**src/rtl/alu_pkg.sv**
```systemverilog
// ---------------------------------------------------------------------------
// alu_pkg
// Shared definitions for the nibble-sliced ALU.
//   - Op-code encodings. These are the 4-bit select values for the 13-way
//     nibble result mux.
//   - Slice geometry: NIB_W bits per slice, N_NIBS slices per 32-bit word.
//   - Sequencer state encoding.
// ---------------------------------------------------------------------------
package alu_pkg;

  // Slice geometry for the default 32-bit datapath
  localparam int NIB_W  = 4;
  localparam int N_NIBS = 32 / NIB_W;

  // Number of legal op codes. Codes at or above this value are illegal.
  localparam int N_OPS = 13;

  // Op codes, which are also the result mux input indices
  localparam logic [3:0] OP_ADD   = 4'd0;
  localparam logic [3:0] OP_SUB   = 4'd1;
  localparam logic [3:0] OP_AND   = 4'd2;
  localparam logic [3:0] OP_OR    = 4'd3;
  localparam logic [3:0] OP_XOR   = 4'd4;
  localparam logic [3:0] OP_NOR   = 4'd5;
  localparam logic [3:0] OP_NAND  = 4'd6;
  localparam logic [3:0] OP_PASSA = 4'd7;
  localparam logic [3:0] OP_PASSB = 4'd8;
  localparam logic [3:0] OP_NOTA  = 4'd9;
  localparam logic [3:0] OP_XNOR  = 4'd10;
  localparam logic [3:0] OP_ANDN  = 4'd11;
  localparam logic [3:0] OP_ORN   = 4'd12;

  // Sequencer states
  typedef enum logic [1:0] {
    S_IDLE = 2'd0,
    S_RUN  = 2'd1,
    S_DONE = 2'd2
  } state_t;

endpackage

```
**src/rtl/alu_nibble_sequencer.sv**
```systemverilog
// ---------------------------------------------------------------------------
// alu_nibble_sequencer
// Time-multiplexed control and collection stage for the nibble-sliced ALU.
// The block accepts one DATA_W-bit command. It then walks the operands one
// NIB_W slice per cycle through the external slice logic and result mux,
// chaining carry between slices. After that it presents the assembled
// result and flags through a valid/ready handshake.
//
// Ports
//   clk, rst_n              clock; asynchronous active-low reset
//   in_valid / in_ready     command handshake
//   in_op, in_a, in_b       op code (mux select) and operands
//   in_cin                  carry into slice 0
//   slice_a, slice_b        operand nibbles for the current slice
//   slice_cin               carry into the current slice
//   mux_s                   result mux select
//   mux_y                   result mux output for the current slice (comb)
//   slice_cout              carry out of the current slice (comb)
//   out_valid / out_ready   result handshake
//   out_result              assembled result
//   out_zero/neg/carry      result == 0, result MSB, final slice carry
//   out_illegal             op code was out of range
// ---------------------------------------------------------------------------
module alu_nibble_sequencer
  import alu_pkg::*;
#(
  parameter int DATA_W = 32,
  parameter int NIB_W  = alu_pkg::NIB_W,
  parameter int N_OPS  = alu_pkg::N_OPS
) (
  input  logic              clk,
  input  logic              rst_n,
  input  logic              in_valid,
  output logic              in_ready,
  input  logic [3:0]        in_op,
  input  logic [DATA_W-1:0] in_a,
  input  logic [DATA_W-1:0] in_b,
  input  logic              in_cin,
  output logic [NIB_W-1:0]  slice_a,
  output logic [NIB_W-1:0]  slice_b,
  output logic              slice_cin,
  output logic [3:0]        mux_s,
  input  logic [NIB_W-1:0]  mux_y,
  input  logic              slice_cout,
  output logic              out_valid,
  input  logic              out_ready,
  output logic [DATA_W-1:0] out_result,
  output logic              out_zero,
  output logic              out_neg,
  output logic              out_carry,
  output logic              out_illegal
);

  localparam int NNIBS = DATA_W / NIB_W;
  localparam int IDX_W = (NNIBS > 1) ? $clog2(NNIBS) : 1;
  localparam int POS_W = (DATA_W > 1) ? $clog2(DATA_W) : 1;
  localparam logic [IDX_W-1:0] LAST_IDX = IDX_W'(NNIBS - 1);

  state_t            r_state;
  state_t            w_nextState;
  logic [DATA_W-1:0] r_a;
  logic [DATA_W-1:0] r_b;
  logic [DATA_W-1:0] r_result;
  logic [3:0]        r_op;
  logic              r_carry;
  logic              r_illegal;
  logic [IDX_W-1:0]  r_idx;
  logic [POS_W-1:0]  w_pos;
  logic              w_accept;
  logic              w_opLegal;

  // A command is taken only in IDLE, so commands never overlap.
  // The op check is one bit wider than in_op. This keeps it correct even
  // when N_OPS is 16.
  assign w_accept  = (r_state == S_IDLE) && in_valid;
  assign w_opLegal = ({1'b0, in_op} < 5'(N_OPS));
  assign w_pos     = POS_W'(r_idx * NIB_W);

  // State register
  always_ff @(posedge clk or negedge rst_n) begin
    if (!rst_n) begin
      r_state <= S_IDLE;
    end else begin
      r_state <= w_nextState;
    end
  end

  // Next-state logic. An illegal op skips RUN and goes straight to DONE
  // with a forced zero result.
  always_comb begin
    w_nextState = r_state;
    case (r_state)
      S_IDLE: begin
        if (in_valid) begin
          w_nextState = w_opLegal ? S_RUN : S_DONE;
        end
      end
      S_RUN: begin
        if (r_idx == LAST_IDX) begin
          w_nextState = S_DONE;
        end
      end
      S_DONE: begin
        if (out_ready) begin
          w_nextState = S_IDLE;
        end
      end
      default: w_nextState = S_IDLE;
    endcase
  end

  // Slice-side drive. These outputs are live only in RUN. Elsewhere they
  // are held at zero so the external slice logic sees a quiet input.
  always_comb begin
    slice_a   = '0;
    slice_b   = '0;
    slice_cin = 1'b0;
    mux_s     = '0;
    if (r_state == S_RUN) begin
      slice_a   = r_a[w_pos +: NIB_W];
      slice_b   = r_b[w_pos +: NIB_W];
      slice_cin = r_carry;
      mux_s     = r_op;
    end
  end

  // Datapath registers. The carry register starts as in_cin. Each RUN cycle
  // then loads the slice carry-out, so after the last slice it holds the
  // word carry. mux_y is captured directly, with no pipeline stage in
  // between.
  always_ff @(posedge clk or negedge rst_n) begin
    if (!rst_n) begin
      r_a       <= '0;
      r_b       <= '0;
      r_op      <= '0;
      r_idx     <= '0;
      r_result  <= '0;
      r_carry   <= 1'b0;
      r_illegal <= 1'b0;
    end else if (w_accept) begin
      r_a       <= in_a;
      r_b       <= in_b;
      r_op      <= in_op;
      r_idx     <= '0;
      r_result  <= '0;
      r_carry   <= w_opLegal ? in_cin : 1'b0;
      r_illegal <= !w_opLegal;
    end else if (r_state == S_RUN) begin
      r_result[w_pos +: NIB_W] <= mux_y;
      r_carry                  <= slice_cout;
      r_idx                    <= r_idx + 1'b1;
    end
  end

  // Handshake and result outputs. All of them derive from registers only.
  assign in_ready    = (r_state == S_IDLE);
  assign out_valid   = (r_state == S_DONE);
  assign out_result  = r_result;
  assign out_zero    = (r_result == '0);
  assign out_neg     = r_result[DATA_W-1];
  assign out_carry   = r_carry;
  assign out_illegal = r_illegal;

endmodule

```
**config.mk**
```make
export PLATFORM = sky130hd
export DESIGN_NAME = alu_nibble_sequencer
export DESIGN_NICKNAME = d
export VERILOG_FILES = /design/src/rtl/alu_pkg.sv /design/src/rtl/alu_nibble_sequencer.sv
export SDC_FILE = /design/constraint.sdc
export NUM_CORES = 1
export LEC_CHECK = 0
export CAP_MARGIN = 30
export CELL_PAD_IN_SITES_DETAIL_PLACEMENT = 1
export CELL_PAD_IN_SITES_GLOBAL_PLACEMENT = 1
export CORE_MARGIN = 5
export CORE_UTILIZATION = 40
export CTS_CLUSTER_DIAMETER = 60
export DETAILED_ROUTE_END_ITERATION = 7
export GPL_TIMING_DRIVEN = 0
export PLACE_DENSITY_LB_ADDON = 0.08
export SLEW_MARGIN = 20
export SYNTH_ARGS = -nofsm -noshare
export SYNTH_HDL_FRONTEND = slang
export SYNTH_SLANG_ARGS = --single-unit
```
**constraint.sdc**
```tcl
create_clock -name clk -period 7.6 [get_ports clk]
set_clock_uncertainty 0.15 [all_clocks]
set_input_delay 2.28 -clock clk [delete_from_list [all_inputs] [get_ports clk]]
set_output_delay 2.28 -clock clk [all_outputs]
set_load 0.03 [all_outputs]
```
==> After elaboration in Yosys (flattened, before gate mapping) <==
Index checks and enable logic that the tools add are counted.
{ "word_totals": {"reg_bits": 107, "input_bits": 78, "out_inout_bits": 51} }
{ "classes": {"add_sub_neg": 2, "order_cmp": 1, "eq_ne": 6, "shifts": 4, "muxes": 17, "n_reduce_logical": 6} }
{ "op_table": {"columns": ["op", "count"], "rows": [
  ["32-bit 2-to-1 mux", 2],
  ["32-bit by 6-bit variable part select with 4-bit output", 2],
  ["32-bit bitwise mux", 1],
  ["32-bit zero test", 1],
  ["4-bit by 7-bit variable shift with 32-bit output, first input constant", 1],
  ["4-bit by 7-bit variable part select with 32-bit output", 1],
  ["4-bit 2-to-1 mux", 3],
  ["2-bit 2-to-1 mux", 4],
  ["5-bit negation with 7-bit output", 1],
  ["3-bit 2-to-1 mux", 2],
  ["2-bit one-hot mux with 3 select lines", 1],
  ["4-bit < comparator, second input constant", 1],
  ["1-bit 2-to-1 mux", 4],
  ["2-bit inequality test, second input constant", 2],
  ["3-bit by 1-bit adder with 3-bit output, second input constant", 1],
  ["3-bit equality test, second input constant", 1],
  ["3-bit AND reduction", 1],
  ["2-bit by 1-bit equality test with 1-bit output, second input constant", 1],
  ["2-bit equality test, second input constant", 1],
  ["2-bit zero test", 1],
  ["2-bit by 1-bit inequality test with 1-bit output, second input constant", 1],
  ["2-bit nonzero test", 1],
  ["1-bit logical AND", 1],
  ["1-bit zero test", 1]
]} }

==> Depth between registers and ports, before layout <==
Gate-level depths: netlist of run 1.
{ "depth": {"depth_word": 5, "ltp_mapped": 10, "mapped_depth_nobuf": 6} }

==> Worst setup path after synthesis of run 1 <==
Ideal clock, no wire load.
{ "synth_timing": {"path_type": "reg2out", "startpoint": "register r_idx[0]", "endpoint": "output slice_a[0]", "arrival_time_ns": 1.615, "required_ns": 5.170, "path_slack_ns": 3.555, "path_stages_with_launch": 6, "path_cell_list": "dfrtp_1 > buf_6 > buf_4 > mux4_2 > nand2_1 > a21oi_1"} }
{ "synth_via": {"elab_chain_len": 2} }
{ "synth_lines": {"columns": ["item", "line", "text"], "rows": [
  ["from (decl)", "alu_nibble_sequencer.sv:67", "logic [IDX_W-1:0] r_idx;"],
  ["from (signal assigned)", "alu_nibble_sequencer.sv:151", "r_idx <= r_idx + 1'b1;"],
  ["32-bit by 6-bit variable part select with 4-bit output", "alu_nibble_sequencer.sv:120", "slice_a = r_a[w_pos +: NIB_W];"],
  ["4-bit 2-to-1 mux", "alu_nibble_sequencer.sv:119", "if (r_state == S_RUN) begin"],
  ["to (decl)", "alu_nibble_sequencer.sv:39", "output logic [NIB_W-1:0] slice_a,"]
]} }
No other way between the ends.

==> Worst setup path in the final report of run 1 <==
{ "layout_timing": {"startpoint": "register r_idx[0]", "endpoint": "output slice_b[2]"} }
{ "layout_via": {"elab_chain_len": 2} }
{ "layout_lines": {"columns": ["item", "line", "text"], "rows": [
  ["32-bit by 6-bit variable part select with 4-bit output", "alu_nibble_sequencer.sv:121", "slice_b = r_b[w_pos +: NIB_W];"],
  ["4-bit 2-to-1 mux", "alu_nibble_sequencer.sv:119", null],
  ["to (decl)", "alu_nibble_sequencer.sv:40", "output logic [NIB_W-1:0] slice_b,"]
]} }
No other way between the ends.

==> flow_summary_export.csv, run 1 <==
group,metric,value,unit
critical_path,worstPathCellList,"buf_6 -> buf_4 -> mux4_2 -> nand2_1 -> a21oi_1 -> clkdlybuf4s50_1",
logic_synthesis,avgSynthCellArea,9.71,um^2
timing,final-max-slew-violation-count,0,
timing,slew-limit-headroom,0.555,
pwr,power_frac_comb,0.485,
finish,diodes,0,
drt,post-route-drc-count,0,
clock_tree,h-tree-depth,3,
clock_tree,ctsResizeCount,0,
logic_synthesis,synth.distinct_cells,42,
pwr,swShare,0.404,
clock_tree,clock_sinks,107,
timing,whs,322,ps
placed_design,hpwlAfterDp,11600,um
drt,dr.first_iter.drc_count,180,
grt,grt_max_degree,67,
clock_tree,post-cts-setup-buffer-count,0,
die,die_area,15300,um^2
drt,final_antenna_net_count,0,
pwr,vdd_ir_drop_max,0.172,mV
pwr,clockPowerShare,0.192,
timing,tns,0,ps
logic_synthesis,ys.warnings.count,0,
critical_path,path_max_fanout,10,
logic_synthesis,synth_top_cell_area_share,0.516,
finish,syn_to_final_growth,36.0,%
logic_synthesis,synth_cells,534,
critical_path,criticalPathCategory,"reg2out",
logic_synthesis,yosysTopAreaCell,"dfrtp_1",
clock_tree,cts_tree,"done",
critical_path,cp-end-kind,"output pin",
grt,grt_pass1_wl,24500,um
clock_tree,clk_latency,350,ps
drt,via_per_inst,4.96,
pwr,power_frac_seq,0.323,
critical_path,reg2reg_depth,9,
grt,grt_pass1_vias,4772,
die,die_w,124,um
worst_hold_path,holdCritPathClass,"reg2reg",
drt,routedWlPerCell,17.9,um
grt,gr-total-overflow,0,
pwr,p_total,0.00281,W
run,maxCapViolCount,0,
pwr,p_int,0.00167,W
die,io_pins,129,
grt,track_usage,0.210,
logic_synthesis,ys_seq_area_frac,0.516,
critical_path,worstPathRequired,5170,ps
drt,wirelength,15200,um
drt,via_count,4219,
clock_tree,ctsHoldBuffers,0,
timing,rsz0062_at_grt,"no",
clock_tree,clockBufferDepth,2,
placed_design,port_buffers,128,
pwr,p_per_area,398,nW/um^2
clock_tree,clk_pin_slew_worst_paths,70,ps
logic_synthesis,synth_area_leaders,"dfrtp_1, nand2_1, mux4_2, mux2i_1, buf_6",
logic_synthesis,synthesis.area,5190,um^2
clock_tree,cts_root_buf,"clkbuf_16",
critical_path,cp.arrival,2610,ps
timing,fmax,0.198,GHz
critical_path,start_kind,"flip-flop",
timing,final.min_clock_period,5040,ps
die,start_util,0.409,
finish,fillCellCount,1456,
critical_path,critPathMaxStageDelay,630,ps
timing,finalHoldViolCount,0,
clock_tree,numCtsBuffers,9,
pwr,p_sw,0.00113,W
grt,antenna_found_initial,0,
finish,drive_gt1_frac,0.106,
die,core,12700,um^2
drt,first_pass_iters,4,
pwr,leakage,3.31,nW
die,fp.dieH,124,um
timing,worst_pin_slew,666,ps
die,rows,41,
timing,min_period_over_period,0.663,
worst_hold_path,holdPathStages,2,
timing,setup_violations,0,
outcome,outcome,"completed",
logic_synthesis,synth-seq-cells,107,
critical_path,crit_slowest_cell,"clkdlybuf4s50_1",
finish,final_nets,759,
logic_synthesis,synth_nets,619,
placed_design,gp_congestion,0.818,
[cell usage in the layout, fill, tap and decap left out, types with 2 or more instances in the layout]
master           count
bufinv_16            3
o21ai_0              3
or3_1                2
buf_2               14
ha_1                 7
a22o_1               4
mux4_2              16
clkbuf_1             5
and2_1               5
nor4_1               8
clkinv_2             2
buf_6               11
mux2i_1             25
buf_4                5
nor2_1               4
nand3_1              6
nand2_1            246
dfrtp_1            107
clkbuf_16            9
nor2b_1              5
o31ai_1              2
nor3b_1              2
clkdlybuf4s50_1    127
inv_1               15
nand4_1              9
a21oi_1             10
o32ai_1              4
nand3b_1             2
[power groups by stage]
stage,registers [W],logic [W],clock network [W]
3_3_place_gp,0.000904,0.00134,0
4_1_cts,0.000909,0.00139,0.000551
3_5_place_dp,0.000918,0.00138,0
5_1_grt,0.000936,0.00149,0.000575
6_report,0.000907,0.00136,0.000540
2_1_floorplan,0.000926,0.000875,0
[cell usage after synthesis, drive strengths merged]
master	number
nor4	9
buf	29
mux2i	25
nand3	6
nor2b	5
nand2	246
ha	7
nand2b	2
nand4	9
a41oi	1
nand4b	1
o21ai	3
clkbuf	5
o211ai	1
nor3b	2
inv	15
a21oi	10
or3b	1
nor2	4
o41ai	1
and4	1
and2	5
or3	3
and2b	1
nand3b	2
nor3	3
mux2	1
clkinv	1
a22o	4
o32ai	4
o31ai	2
o21a	1
nor4b	1
mux4	16
dfrtp	107
[kinds of logic after synthesis]
| family | count (synthesis) | share of synthesized area |
|---|---|---|
| AOI/OAI and AO/OA | 27 | 0.0381 |
| adders and majority gates | 7 | 0.0169 |
| buffers and inverters | 50 | 0.0576 |
| DFF | 107 | 0.516 |
| muxes | 42 | 0.120 |
| and+or+nand+nor | 301 | 0.251 |
[state kept, by name, indices dropped and copies added (netlist names)]
name         count
out_result      32
r_a             32
r_b             32
r_op             4
r_idx            3
r_state          2
out_carry        1
out_illegal      1
[layer usage]
| layer | share of wire | track usage | vias to the layer above |
|---|---|---|---|
| li1 | - | - | 2034 |
| met1 | 0.42 | 0.252 | 2077 |
| met2 | 0.52 | 0.379 | 89 |
| met3 | 0.044 | 0.0359 | 19 |
| met4 | 0.018 | 0.0754 | 0 |
| met5 | 0 | 0 | - |
[metrics by stage]
| stage | cells | instance area, um^2 | util | setup slack (ps) |
|---|---|---|---|---|
| global placement | 834 | 6680 | 0.528 | 37.2 |
| floorplan | 534 | 5190 | - | 3550 |
| CTS | 851 | 7050 | 0.557 | 2500 |
| finish | 851 | 7050 | 0.557 | 2560 |
| global route | 851 | 7050 | 0.557 | 2430 |
| detailed placement | 835 | 6710 | 0.530 | 2890 |
[final timing paths]
path	slack (ps)	end	startpoint
worst max-delay path	2560	slice_b[2]	r_idx[0]$_DFFE_PN0P_
worst min-delay path	320	r_a[24]$_DFFE_PN0P_	r_a[24]$_DFFE_PN0P_
worst max register to register	4490	out_result[18]$_DFFE_PN0P_	r_idx[1]$_DFFE_PN0P_
worst min register to register	320	r_a[24]$_DFFE_PN0P_	r_a[24]$_DFFE_PN0P_
max in group asynchronous	4930	r_a[4]$_DFFE_PN0P_	rst_n
min in group asynchronous	1690	out_result[29]$_DFFE_PN0P_	rst_n
[cell type report]
cell class / count / area, um^2 / area share
multi-input combinational: 377 / 2210 / 0.313
inverter: 16 / 60.1 / 0.00851
clock buffer: 9 / 225 / 0.0319
clock inverter: 7 / 116 / 0.0165
timing repair buffer: 129 / 1310 / 0.186
tap: 172 / 215 / 0.0305
buffer: 34 / 239 / 0.0339
sequential: 107 / 2680 / 0.380
[worst max-delay path: cells and delay by family, from the launching register on]
family          cells  cell delay [ps]
compound gates      1               90
buf+inv             3             1100
simple gates        1              110
flops               1              400
mux                 1              550
No activity file was read; power rests on OpenSTA's default activity.
==> run 2: changes to the inputs <==
CORE_UTILIZATION = 37   (was 40)
clock period = 5.05 ns   (was 7.6 ns; I/O delays follow)
==> run 2 against run 1 <==
Against the previous run: die area rose by 7.4%; critical path depth unchanged; register-to-register slack got worse by 2600 ps; core utilization is 4.6 points lower; largest power group unchanged; sequential share of layout area is 0.060 points lower; final cell count up 0.94%.
==> flow_summary_export.csv, run 2 (same netlist as run 1, synthesis figures left out) <==
group,metric,value,unit
critical_path,r2r_end,"out_result[19]$_DFFE_PN0P_",
finish,diodes,0,
grt,grt_pass1_wl,24700,um
drt,via_per_inst,5.00,
outcome,outcome,"completed",
clock_tree,clock_sinks,107,
clock_tree,post-cts-setup-buffer-count,0,
grt,grt_max_degree,56,
timing,min_period_over_period,0.855,
finish,final_nets,759,
critical_path,cp-end-kind,"output pin",
timing,final-max-slew-violation-count,0,
timing,final.min_clock_period,4320,ps
clock_tree,h-tree-depth,3,
finish,final_cell_mix,"nand2_1, clkdlybuf4s50_1, dfrtp_1",
timing,worst_pin_slew,689,ps
clock_tree,ctsResizeCount,0,
drt,dr.first_iter.drc_count,233,
finish,drive_gt1_frac,0.105,
run,maxCapViolCount,0,
placed_design,gp_congestion,0.815,
finish,post-route-cell-area,7070,um^2
pwr,p_total,0.00424,W
die,core,13800,um^2
critical_path,worstSetupEndpoint,"slice_b[3]",
timing,setup_violations,0,
timing,slew-limit-headroom,0.540,
critical_path,reg2reg_slack,1900,ps
placed_design,place_area,6720,um^2
critical_path,crit_path_start,"r_idx[0]$_DFFE_PN0P_",
grt,gr-total-overflow,0,
clock_tree,cts_tree,"done",
pwr,p_per_area,601,nW/um^2
clock_tree,clk_latency,360,ps
grt,antenna_found_initial,0,
critical_path,start_kind,"flip-flop",
die,die_area,16500,um^2
timing,finalHoldViolCount,0,
worst_hold_path,min-delay-start,"r_b[4]$_DFFE_PN0P_",
critical_path,worstPathRequired,3390,ps
drt,routedWlPerCell,17.9,um
grt,grt_pass1_vias,4838,
critical_path,criticalPathCategory,"reg2out",
placed_design,port_buffers,128,
drt,via_count,4291,
die,rows,43,
clock_tree,clockBufferDepth,2,
worst_hold_path,holdCritPathClass,"reg2reg",
critical_path,r2r_start,"r_idx[1]$_DFFE_PN0P_",
timing,rsz0062_at_grt,"no",
die,start_util,0.375,
die,io_pins,129,
timing,fmax,0.232,GHz
finish,syn_to_final_growth,36.2,%
die,fp.dieH,128,um
clock_tree,cts_root_buf,"clkbuf_16",
pwr,leakage,3.32,nW
critical_path,path_max_fanout,10,
drt,wirelength,15400,um
clock_tree,numCtsBuffers,9,
die,die_w,128,um
placed_design,hpwlAfterDp,11600,um
drt,final_antenna_net_count,0,
finish,mostFrequentLayoutCell,"nand2_1",
critical_path,reg2reg_depth,9,
grt,track_usage,0.194,
pwr,vdd_ir_drop_max,0.398,mV
critical_path,cp.arrival,2650,ps
clock_tree,ctsHoldBuffers,0,
worst_hold_path,holdPathStages,2,
clock_tree,clk_pin_slew_worst_paths,70,ps
drt,post-route-drc-count,0,
drt,first_pass_iters,4,
==> run 2: cell count changes in the layout (fill, tap and decap cells not counted), sizes merged <==
| cell | previous run | this run |
|---|---|---|
| clkinvlp | 1 | 0 |
| clkbuf | 14 | 16 |
| clkinv | 4 | 3 |
==> run 2: metrics by stage <==
step	instances	setup WS [ps]	hold slack, ps	util	setup TNS (ps)
after CTS	859	669	329	0.511	0
after floorplan	534	1770	287	-	0
after global placement	842	-1740	303	0.484	-185700
final	859	731	328	0.511	0
after global routing	859	600	349	0.511	0
after detailed placement	843	1060	311	0.486	0
==> run 2: worst min-delay path by stage <==
stage / end / slack [ps]
6_report: r_b[4]$_DFFE_PN0P_ / 330
3_3_place_gp: r_a[19]$_DFFE_PN0P_ / 300
3_5_place_dp: r_b[26]$_DFFE_PN0P_ / 310
5_1_grt: r_a[11]$_DFFE_PN0P_ / 350
2_1_floorplan: r_op[0]$_DFFE_PN0P_ / 290
4_1_cts: r_b[26]$_DFFE_PN0P_ / 330
==> run 2: critical path, cell delays in order (launching register included) <==
cell and delay [ps]:
dfrtp_1 400, buf_6 190, buf_4 270, mux4_2 580, nand2_1 110, a21oi_1 110
clkdlybuf4s50_1 620
==> run 2: cell type report <==
cell class | count | area (um^2)
fillers | 1582 | 6760
repair buffers | 129 | 1310
clock buffers | 11 | 243
inverters | 16 | 60.1
plain buffers | 34 | 239
clock inverters | 5 | 100
well taps | 180 | 225
multi-input cells | 377 | 2210
flip-flops and latches | 107 | 2680
==> run 2: routing by layer <==
metal	part of all wire	GRT usage	up-vias
met5	0	0	-
met3	0.035	0.0266	12
met1	0.40	0.226	2149
met2	0.54	0.360	89
met4	0.017	0.0699	0
li1	-	-	2041
==> run 2: power by group <==
group,total [W],switching [W],internal [W]
clock,0.000824,0.000326,0.000497
sequential,0.00136,0.000185,0.00118
combinational,0.00206,0.00120,0.000859
